### config.mk
export PLATFORM = sky130hd
export DESIGN_NAME = regfile_sb
export DESIGN_NICKNAME = d
export VERILOG_FILES = /design/src/rtl/regfile_pkg.sv /design/src/rtl/regfile_scoreboard.sv /design/src/rtl/regfile_sb.sv
export SDC_FILE = /design/constraint.sdc
export NUM_CORES = 1
export LEC_CHECK = 0
export CAP_MARGIN = 20
export CORE_MARGIN = 10
export CORE_UTILIZATION = 40
export CTS_CLUSTER_DIAMETER = 50
export DETAILED_ROUTE_END_ITERATION = 10
export GPL_TIMING_DRIVEN = 0
export REMOVE_ABC_BUFFERS = 1
export SYNTH_ARGS = -nofsm -noshare
export SYNTH_HDL_FRONTEND = slang
export SYNTH_SLANG_ARGS = --single-unit
### constraint.sdc
create_clock -name clk -period 5.8 [get_ports clk]
set_clock_uncertainty 0.15 [all_clocks]
set_input_delay 0.87 -clock clk [delete_from_list [all_inputs] [get_ports clk]]
set_output_delay 0.87 -clock clk [all_outputs]
set_load 0.05 [all_outputs]
### src/rtl/regfile_pkg.sv
// Shared types and defaults for the scoreboarded register file.
// Holds the clear/run state encoding, default geometry and the hardwired-zero index.
package regfile_pkg;

    typedef enum logic {
        CLEAR = 1'b0,
        RUN   = 1'b1
    } state_t;

    localparam int DEF_DATA_W = 32;
    localparam int DEF_ADDR_W = 5;
    localparam int REG_ZERO   = 0;

endpackage

### src/rtl/regfile_scoreboard.sv
// Pending-write bit vector: issue sets, writeback clears, a same-cycle set wins; async reset.
// Busy lookup is combinational; with REGFILE_BYPASS_EN a same-cycle writeback masks busy.
module regfile_scoreboard
    import regfile_pkg::*;
#(
    parameter int ADDR_W = DEF_ADDR_W,
    parameter int NUM_RD = 2
) (
    input  logic                     clk,
    input  logic                     rst,
    input  logic                     runMode,
    input  logic                     setEn,
    input  logic [ADDR_W-1:0]        setIdx,
    input  logic                     clrEn,
    input  logic [ADDR_W-1:0]        clrIdx,
    input  logic [NUM_RD*ADDR_W-1:0] lookupIdx,
    output logic [NUM_RD-1:0]        busy,
    output logic                     anyPending
);

    localparam int DEPTH = 1 << ADDR_W;

    logic [DEPTH-1:0] pending;
    logic [DEPTH-1:0] nextPending;

    // Clear first, then set, so a newly issued producer keeps the register busy.
    always_comb begin
        nextPending = pending;
        if (clrEn) begin
            nextPending[clrIdx] = 1'b0;
        end
        if (setEn) begin
            nextPending[setIdx] = 1'b1;
        end
        nextPending[REG_ZERO] = 1'b0;
    end

    always_ff @(posedge clk or posedge rst) begin
        if (rst) begin
            pending <= '0;
        end else begin
            pending <= nextPending;
        end
    end

    assign anyPending = |pending;

    for (genvar i = 0; i < NUM_RD; i++) begin : gBusy
        logic [ADDR_W-1:0] idx;
        logic              wrHit;
        assign idx = lookupIdx[i*ADDR_W +: ADDR_W];
`ifdef REGFILE_BYPASS_EN
        assign wrHit = clrEn && (clrIdx == idx);
`else
        assign wrHit = 1'b0;
`endif
        assign busy[i] = runMode && pending[idx] && !wrHit;
    end

endmodule

### src/rtl/regfile_sb.sv
// Register file with scoreboard; sequential array clear after reset (ready after DEPTH edges).
// Combinational reads, synchronous write; no handshake, traffic while !ready is dropped. Option: REGFILE_BYPASS_EN.
module regfile_sb
    import regfile_pkg::*;
#(
    parameter int DATA_W = DEF_DATA_W,
    parameter int ADDR_W = DEF_ADDR_W,
    parameter int NUM_RD = 2
) (
    input  logic                     clk,
    input  logic                     rst,
    output logic                     ready,
    input  logic [NUM_RD*ADDR_W-1:0] readRegister,
    output logic [NUM_RD*DATA_W-1:0] readData,
    output logic [NUM_RD-1:0]        readBusy,
    input  logic                     regWriteCtrl,
    input  logic [ADDR_W-1:0]        writeRegister,
    input  logic [DATA_W-1:0]        writeData,
    input  logic                     issueValid,
    input  logic [ADDR_W-1:0]        issueRegister,
    output logic                     anyPending
);

    localparam int DEPTH = 1 << ADDR_W;

    state_t            state;
    state_t            nextState;
    logic [ADDR_W-1:0] clearIdx;
    logic              runMode;
    logic              wrEn;
    logic              issEn;

    logic [DATA_W-1:0] mem [DEPTH];

    always_ff @(posedge clk or posedge rst) begin
        if (rst) begin
            state <= CLEAR;
        end else begin
            state <= nextState;
        end
    end

    always_comb begin
        nextState = state;
        case (state)
            CLEAR:   if (clearIdx == '1) nextState = RUN;
            RUN:     nextState = RUN;
            default: nextState = CLEAR;
        endcase
    end

    always_ff @(posedge clk or posedge rst) begin
        if (rst) begin
            clearIdx <= '0;
        end else if (state == CLEAR) begin
            clearIdx <= clearIdx + 1'b1;
        end
    end

    assign runMode = (state == RUN);
    assign ready   = runMode;
    assign wrEn    = runMode && regWriteCtrl && (writeRegister != ADDR_W'(REG_ZERO));
    assign issEn   = runMode && issueValid && (issueRegister != ADDR_W'(REG_ZERO));

    // The array itself is not reset; the CLEAR sweep zeroes it instead.
    always_ff @(posedge clk) begin
        if (state == CLEAR) begin
            mem[clearIdx] <= '0;
        end else if (wrEn) begin
            mem[writeRegister] <= writeData;
        end
    end

    for (genvar i = 0; i < NUM_RD; i++) begin : gRead
        logic [ADDR_W-1:0] idx;
        logic [DATA_W-1:0] arrData;
        assign idx     = readRegister[i*ADDR_W +: ADDR_W];
        assign arrData = (idx == ADDR_W'(REG_ZERO)) ? '0 : mem[idx];
`ifdef REGFILE_BYPASS_EN
        assign readData[i*DATA_W +: DATA_W] =
            !runMode                             ? '0        :
            (wrEn && (writeRegister == idx))     ? writeData :
                                                   arrData;
`else
        assign readData[i*DATA_W +: DATA_W] = runMode ? arrData : '0;
`endif
    end

    regfile_scoreboard #(
        .ADDR_W (ADDR_W),
        .NUM_RD (NUM_RD)
    ) uScoreboard (
        .clk        (clk),
        .rst        (rst),
        .runMode    (runMode),
        .setEn      (issEn),
        .setIdx     (issueRegister),
        .clrEn      (wrEn),
        .clrIdx     (writeRegister),
        .lookupIdx  (readRegister),
        .busy       (readBusy),
        .anyPending (anyPending)
    );

endmodule

* Word level (Yosys, flattened, before mapping) *
Memories as Yosys holds them, arrays and structs flattened.
Cells that the tools add are included.

operators by class
  bitwise operators = 4
  reduce and logical (&&, ||, !) cells = 14
  equal/unequal tests = 1
  add/subtract/negate cells = 1
  mux-type cells = 23
  $lt $le $gt $ge = 6
  shifts and indexed selects = 0
  $mul = 0
  div/mod/pow operators = 0

operators with widths
  cell                                                                           number
  32-bit 2-to-1 mux                                                              7
  32-bit bitwise AND                                                             1
  32-bit NOT                                                                     1
  32-bit bitwise OR                                                              1
  32-bit OR reduction                                                            1
  31-bit OR reduction                                                            1
  5-bit by 6-bit less-than comparator with 1-bit output (second input constant)  4
  1-bit binary-select mux with 5-bit select                                      2
  1-bit demux with 5-bit select                                                  2
  5-bit by 1-bit >= comparator with 1-bit output (second input constant)         2
  5-bit zero test                                                                2
  1-bit 2-to-1 mux                                                               10
  5-bit nonzero test                                                             2
  1-bit logical AND                                                              8
  5-bit by 1-bit adder with 5-bit output (second input constant)                 1
  5-bit equality test (second input constant)                                    1
  5-bit 2-to-1 mux                                                               1
  1-bit one-hot mux with 2 select lines                                          1
  1-bit NOT                                                                      1

word-level totals
  register bits after elaboration = 37
  logic and storage cells = 53
  latch bits = 0
  output and inout bits = 68
  memories = 1
  input port bits = 56
  memory bits (read-only) = 0
  memory bits (writable) = 1,024

memory list
  memory  depth  width  rd ports  clocked after memory_dff  write ports  RTL line          source
  mem     32     32     2         0                         1            regfile_sb.sv:33  logic [DATA_W-1:0] mem [DEPTH];

* Longest topological paths before layout *
  depth after elaboration = 9
  gate-level depth with buffers = 7
  depth with buffers taken out = 4

* By module *
A second synthesis with hierarchy kept.

second synthesis, totals
  cell total of the unflattened synthesis = 2,952
  area total of the unflattened synthesis = 48,405.2 µm²

modules (own cells, without submodules)
  module              times used  area each (µm²)  cells an instance  seq. area each (µm²)
  regfile_sb          1           46,500.8         2,765              29,968.7
  regfile_scoreboard  1           1,904.3          187                775.7

* Worst setup path after synthesis *
No wires, ideal clock.

  kind = input to register
  start point = input writeRegister[0]
  end point = memory mem[20][0] (netlist name) (enable)
  arrival = 4,413 ps
  setup time = 468 ps
  data required time = 5,182 ps
  buffers on the path = 0
  stages on the path = 4
  setup slack = 768 ps
  cells stage by stage = or4_4 o21ai_4 mux2_2 nor3b_1

on the way
  word-level cells in the longest chain between the ends = 7
  elaborated cells on any way between the ends = 8
  classes of those cells = mux (5); reduce/logical (3)

RTL lines
  element                                                                RTL line          source
  from (decl)                                                            regfile_sb.sv:17  input logic [ADDR_W-1:0] writeRegister,
  5-bit nonzero test                                                     regfile_sb.sv:62  assign wrEn = runMode && regWriteCtrl && (writeRegister != ADDR_W'(REG_ZERO));
  1-bit logical AND                                                      regfile_sb.sv:62
  1-bit 2-to-1 mux                                                       regfile_sb.sv:69  end else if (wrEn) begin
  1-bit 2-to-1 mux                                                       regfile_sb.sv:67  if (state == CLEAR) begin
  1-bit 2-to-1 mux (implied by the code)                                 regfile_sb.sv:70  mem[writeRegister] <= writeData;
  32-bit OR reduction (no source line)                                   -
  5-bit 2-to-1 mux (no source line) or 1-bit 2-to-1 mux (tied branches)  -
  to (decl)                                                              regfile_sb.sv:33

Parallel ways exist; a longest one is shown, timed or not.

* Worst setup path after layout *
  start point = register state, in the netlist ready
  end point = output readData[30]

on the way
  word-level cells in the longest chain between the ends = 1

RTL lines
  element                 RTL line          source
  from (decl)             regfile_sb.sv:26  state_t state;
  from (signal assigned)  regfile_sb.sv:39  state <= nextState;
  32-bit 2-to-1 mux       regfile_sb.sv:85  assign readData[i*DATA_W +: DATA_W] = runMode ? arrData : '0;
  to (decl)               regfile_sb.sv:14  output logic [NUM_RD*DATA_W-1:0] readData,

No other way between the ends.

==> flow_summary.ini <==
[worst_hold_path]
min_from = uScoreboard.pending[16]
hold_class = reg2reg

[worst_setup_path]
cp.required_ps = 4780
r2r_start = ready
timing.critical_path.from = ready
cpMaxStageDelayCell = dfrtp_1
path_class = reg2out
crit_fanout = 23
cp_top_family = simple AND/OR/NAND/NOR gates
critical_path_buf_inv_count = 2
max_stage_delay_ps = 880
cp.arrival_ps = 4480
cp_cell_sequence = nand2_1 > nor3_2 > buf_6 > a22oi_1 > nand4_1 > clkdlybuf4s50_1
end_kind = output port
start_kind = flop

[route]
via_count = 28800
ant_nets = 0
first_pass_iters = 5
post-route-drc-count = 0
drt-total-wl_um = 154000
wl_per_cell_um = 35.7
drt-vias-per-instance = 6.67
drtIter0Drc = 4079

[synth]
yosysUniqueCellTypes = 57
yosys_warnings = 0
seq_area_frac_synth = 0.649
syn_inst = 2398
synth_top_cell_by_area = edfxtp_1
synth_edf_count = 1024
yosys-top-cells-area = edfxtp_1 63%, mux4_2 22%, a22oi_1 3.9%
synth_top_area_share = 0.630
synth_seq_cells = 1061
syn_avg_cell_area_sq_um = 20.4
synthArstFlopShare = 0.0349
ys.flop_type = edfxtp_1
syn_area_sq_um = 48800

[clock_network]
postCtsResizedCells = 0
cts_tree = built
clkSlewWorstSetupHoldPaths_ps = 60
clock_latency_ps = 700
cts-buffers-inserted = 120
htreeDepth = 3
cts.hold.buffers_added = 0
cts.sinks = 1061
clock-root-buffer = clkbuf_16
clockBufferDepth = 3

[floorplan]
num_rows = 128
dieArea_sq_um = 136000
ios = 124
core_sq_um = 122000
die_x_um = 369
start_util = 0.402
chipHeight_um = 369

[timing]
tightest_slew_ps = 1050
hold_viol = 0
finalMaxSlewViolations = 0
relSlewSlack = 0.299
setup_viol = 0
min_period_ps = 5500
fin_crit_sh = 0.948
rsz0062_at_grt = false
max_freq_mhz = 182
timing.final.ws_setup_ps = 299

[layout]
drive_gt1_frac = 0.321
nFillCells = 9757
nets = 2655
antennaDiodeCount = 0
fin_cells = 4322
syn2layout_area_growth_pct = 19.1

[global_route]
grt_pass1_vias = 30000
grt-ovfl-total = 0
antenna_found_initial = 3
grt_max_degree = 100
grt_usage = 0.223
grt_first_pass_wirelength_um = 220000

[placement]
gp_congestion = 0.813
post-dp-hpwl_um = 99300
dp_cells = 4093
io_buffers = 123
place_ws_ps = 0.524

[pwr]
power_density_nw_per_um2 = 306
worst_ir_drop_vdd_mv = 0.253
p_leak_nw = 19.5

[job]
maxCapViolCount = 0

[outcome]
status = completed
-- kinds of logic after synthesis --
kind of cell | Yosys count | synth area share
flip-flops | 1061 | 0.649
adder cells (fa/ha/maj) | 2 | 0.000512
AND/OR/NAND/NOR | 258 | 0.0299
AO/OA/AOI/OAI | 346 | 0.0503
buffers and inverters | 194 | 0.0228
multiplexers | 534 | 0.247
XOR/XNOR | 3 | 0.000538
-- cells in the final DEF, fill, tap and decap left out, types with 7 or more instances in the layout --
cell type	netlist	layout
nand3_1	13	13
buf_16	0	28
nand4_1	66	66
nor2_1	54	13
nor4_1	8	8
and2_1	33	33
clkbuf_16	0	120
clkdlybuf4s50_1	0	119
mux4_2	477	477
clkinv_2	0	12
buf_4	17	7
buf_6	17	21
a22oi_1	256	256
dfrtp_1	37	37
clkbuf_1	78	11
buf_8	0	12
nand2_1	19	19
inv_1	8	8
clkinv_1	0	28
buf_12	8	72
mux2i_1	7	7
edfxtp_1	1024	1024
bufinv_16	0	19
nand2b_1	16	16
nor2_4	0	41
mux4_1	46	46
o21ai_0	60	60
nor2b_1	10	9
clkinvlp_4	0	15
-- registers in the layout, indices dropped and copies added, names as in the netlist --
| signal | flops |
|---|---|
| mem | 1024 |
| uScoreboard.pending | 31 |
| clearIdx | 5 |
| ready | 1 |
-- worst register-to-register path, cell delays in order, from the launching register on --
cell and delay (ps):
dfrtp_1 880, nand2_2 240, o32ai_1 740, o21ai_0 560
clkbuf_2 290, nor2_4 500, buf_12 290, buf_12 220
-- cell type report --
| type | instances | area (sq um) | area share |
|---|---|---|---|
| inverter | 8 | 30.0 | 0.000516 |
| multi-input combinational | 1143 | 16400 | 0.282 |
| clock buffer | 131 | 3040 | 0.0524 |
| clock inverter | 91 | 1070 | 0.0184 |
| tap | 1625 | 2030 | 0.0350 |
| sequential | 1061 | 31700 | 0.545 |
| timing repair buffer | 263 | 3890 | 0.0670 |
-- per-layer routing --
metal | track usage | part of all wire | routed length, um
met5 | 0 | 0.000052 | 8
met4 | 0.0783 | 0.038 | 5800
met3 | 0.0590 | 0.12 | 18100
met2 | 0.336 | 0.46 | 70300
met1 | 0.313 | 0.39 | 60100
-- worst paths after layout --
kind | end | slack [ps] | depth (start not counted)
max | readData[30] | 300 | 6
min | uScoreboard.pending[16] | 410 | 1
max reg2reg | mem[13][15] | 1600 | 7
min reg2reg | uScoreboard.pending[16] | 410 | 1
max in group asynchronous | uScoreboard.pending[9] | 4380 | 3
min in group asynchronous | uScoreboard.pending[5] | 530 | 2
-- repair_timing --
item,in CTS,in global routing
setup endpoints to repair,1,2
pin swaps,1,1
buffers inserted,1,1
-- cell usage after synthesis, types with 3 or more instances --
master,instances
nor3_1,7
nand2_1,19
o21ai_0,60
dfrtp_1,37
nor2_1,54
nor4_1,8
nand3_1,13
mux2i_1,7
buf_12,8
edfxtp_1,1024
buf_4,17
a2111oi_0,5
clkbuf_1,78
buf_1,14
buf_2,52
mux2_2,4
or2_2,4
o22ai_1,4
and2_1,33
mux4_2,477
a31oi_1,4
buf_6,17
nor2b_1,10
nor3b_1,4
mux4_1,46
nand2b_1,16
a22oi_1,256
and3_1,4
inv_1,8
xnor2_1,3
nand3b_1,6
nand4_1,66
-- metrics by stage --
| step | area, sq um | total power [mW] | setup TNS [ps] | utilization | hold WS [ps] |
|---|---|---|---|---|---|
| final | 58100 | 17.8 | 0 | 0.478 | 410 |
| after global placement | 51000 | 10.6 | -6689840 | 0.420 | 380 |
| after global routing | 58100 | 18.3 | 0 | 0.478 | 448 |
| after detailed placement | 54000 | 10.1 | 0 | 0.444 | 392 |
| after CTS | 58100 | 17.9 | 0 | 0.478 | 409 |
| after floorplan | 47700 | 9.36 | 0 | - | 338 |
-- report_power, final --
part / switching, mW / internal [mW] / leakage, nW / total (mW)
combinational: 0.906 / 0.559 / 6.46 / 1.46
clock: 3.18 / 4.65 / 1.96 / 7.83
sequential: 0.0337 / 8.46 / 11.1 / 8.49
total: 4.12 / 13.7 / 19.5 / 17.8
Power figures use the tool's default switching activity.
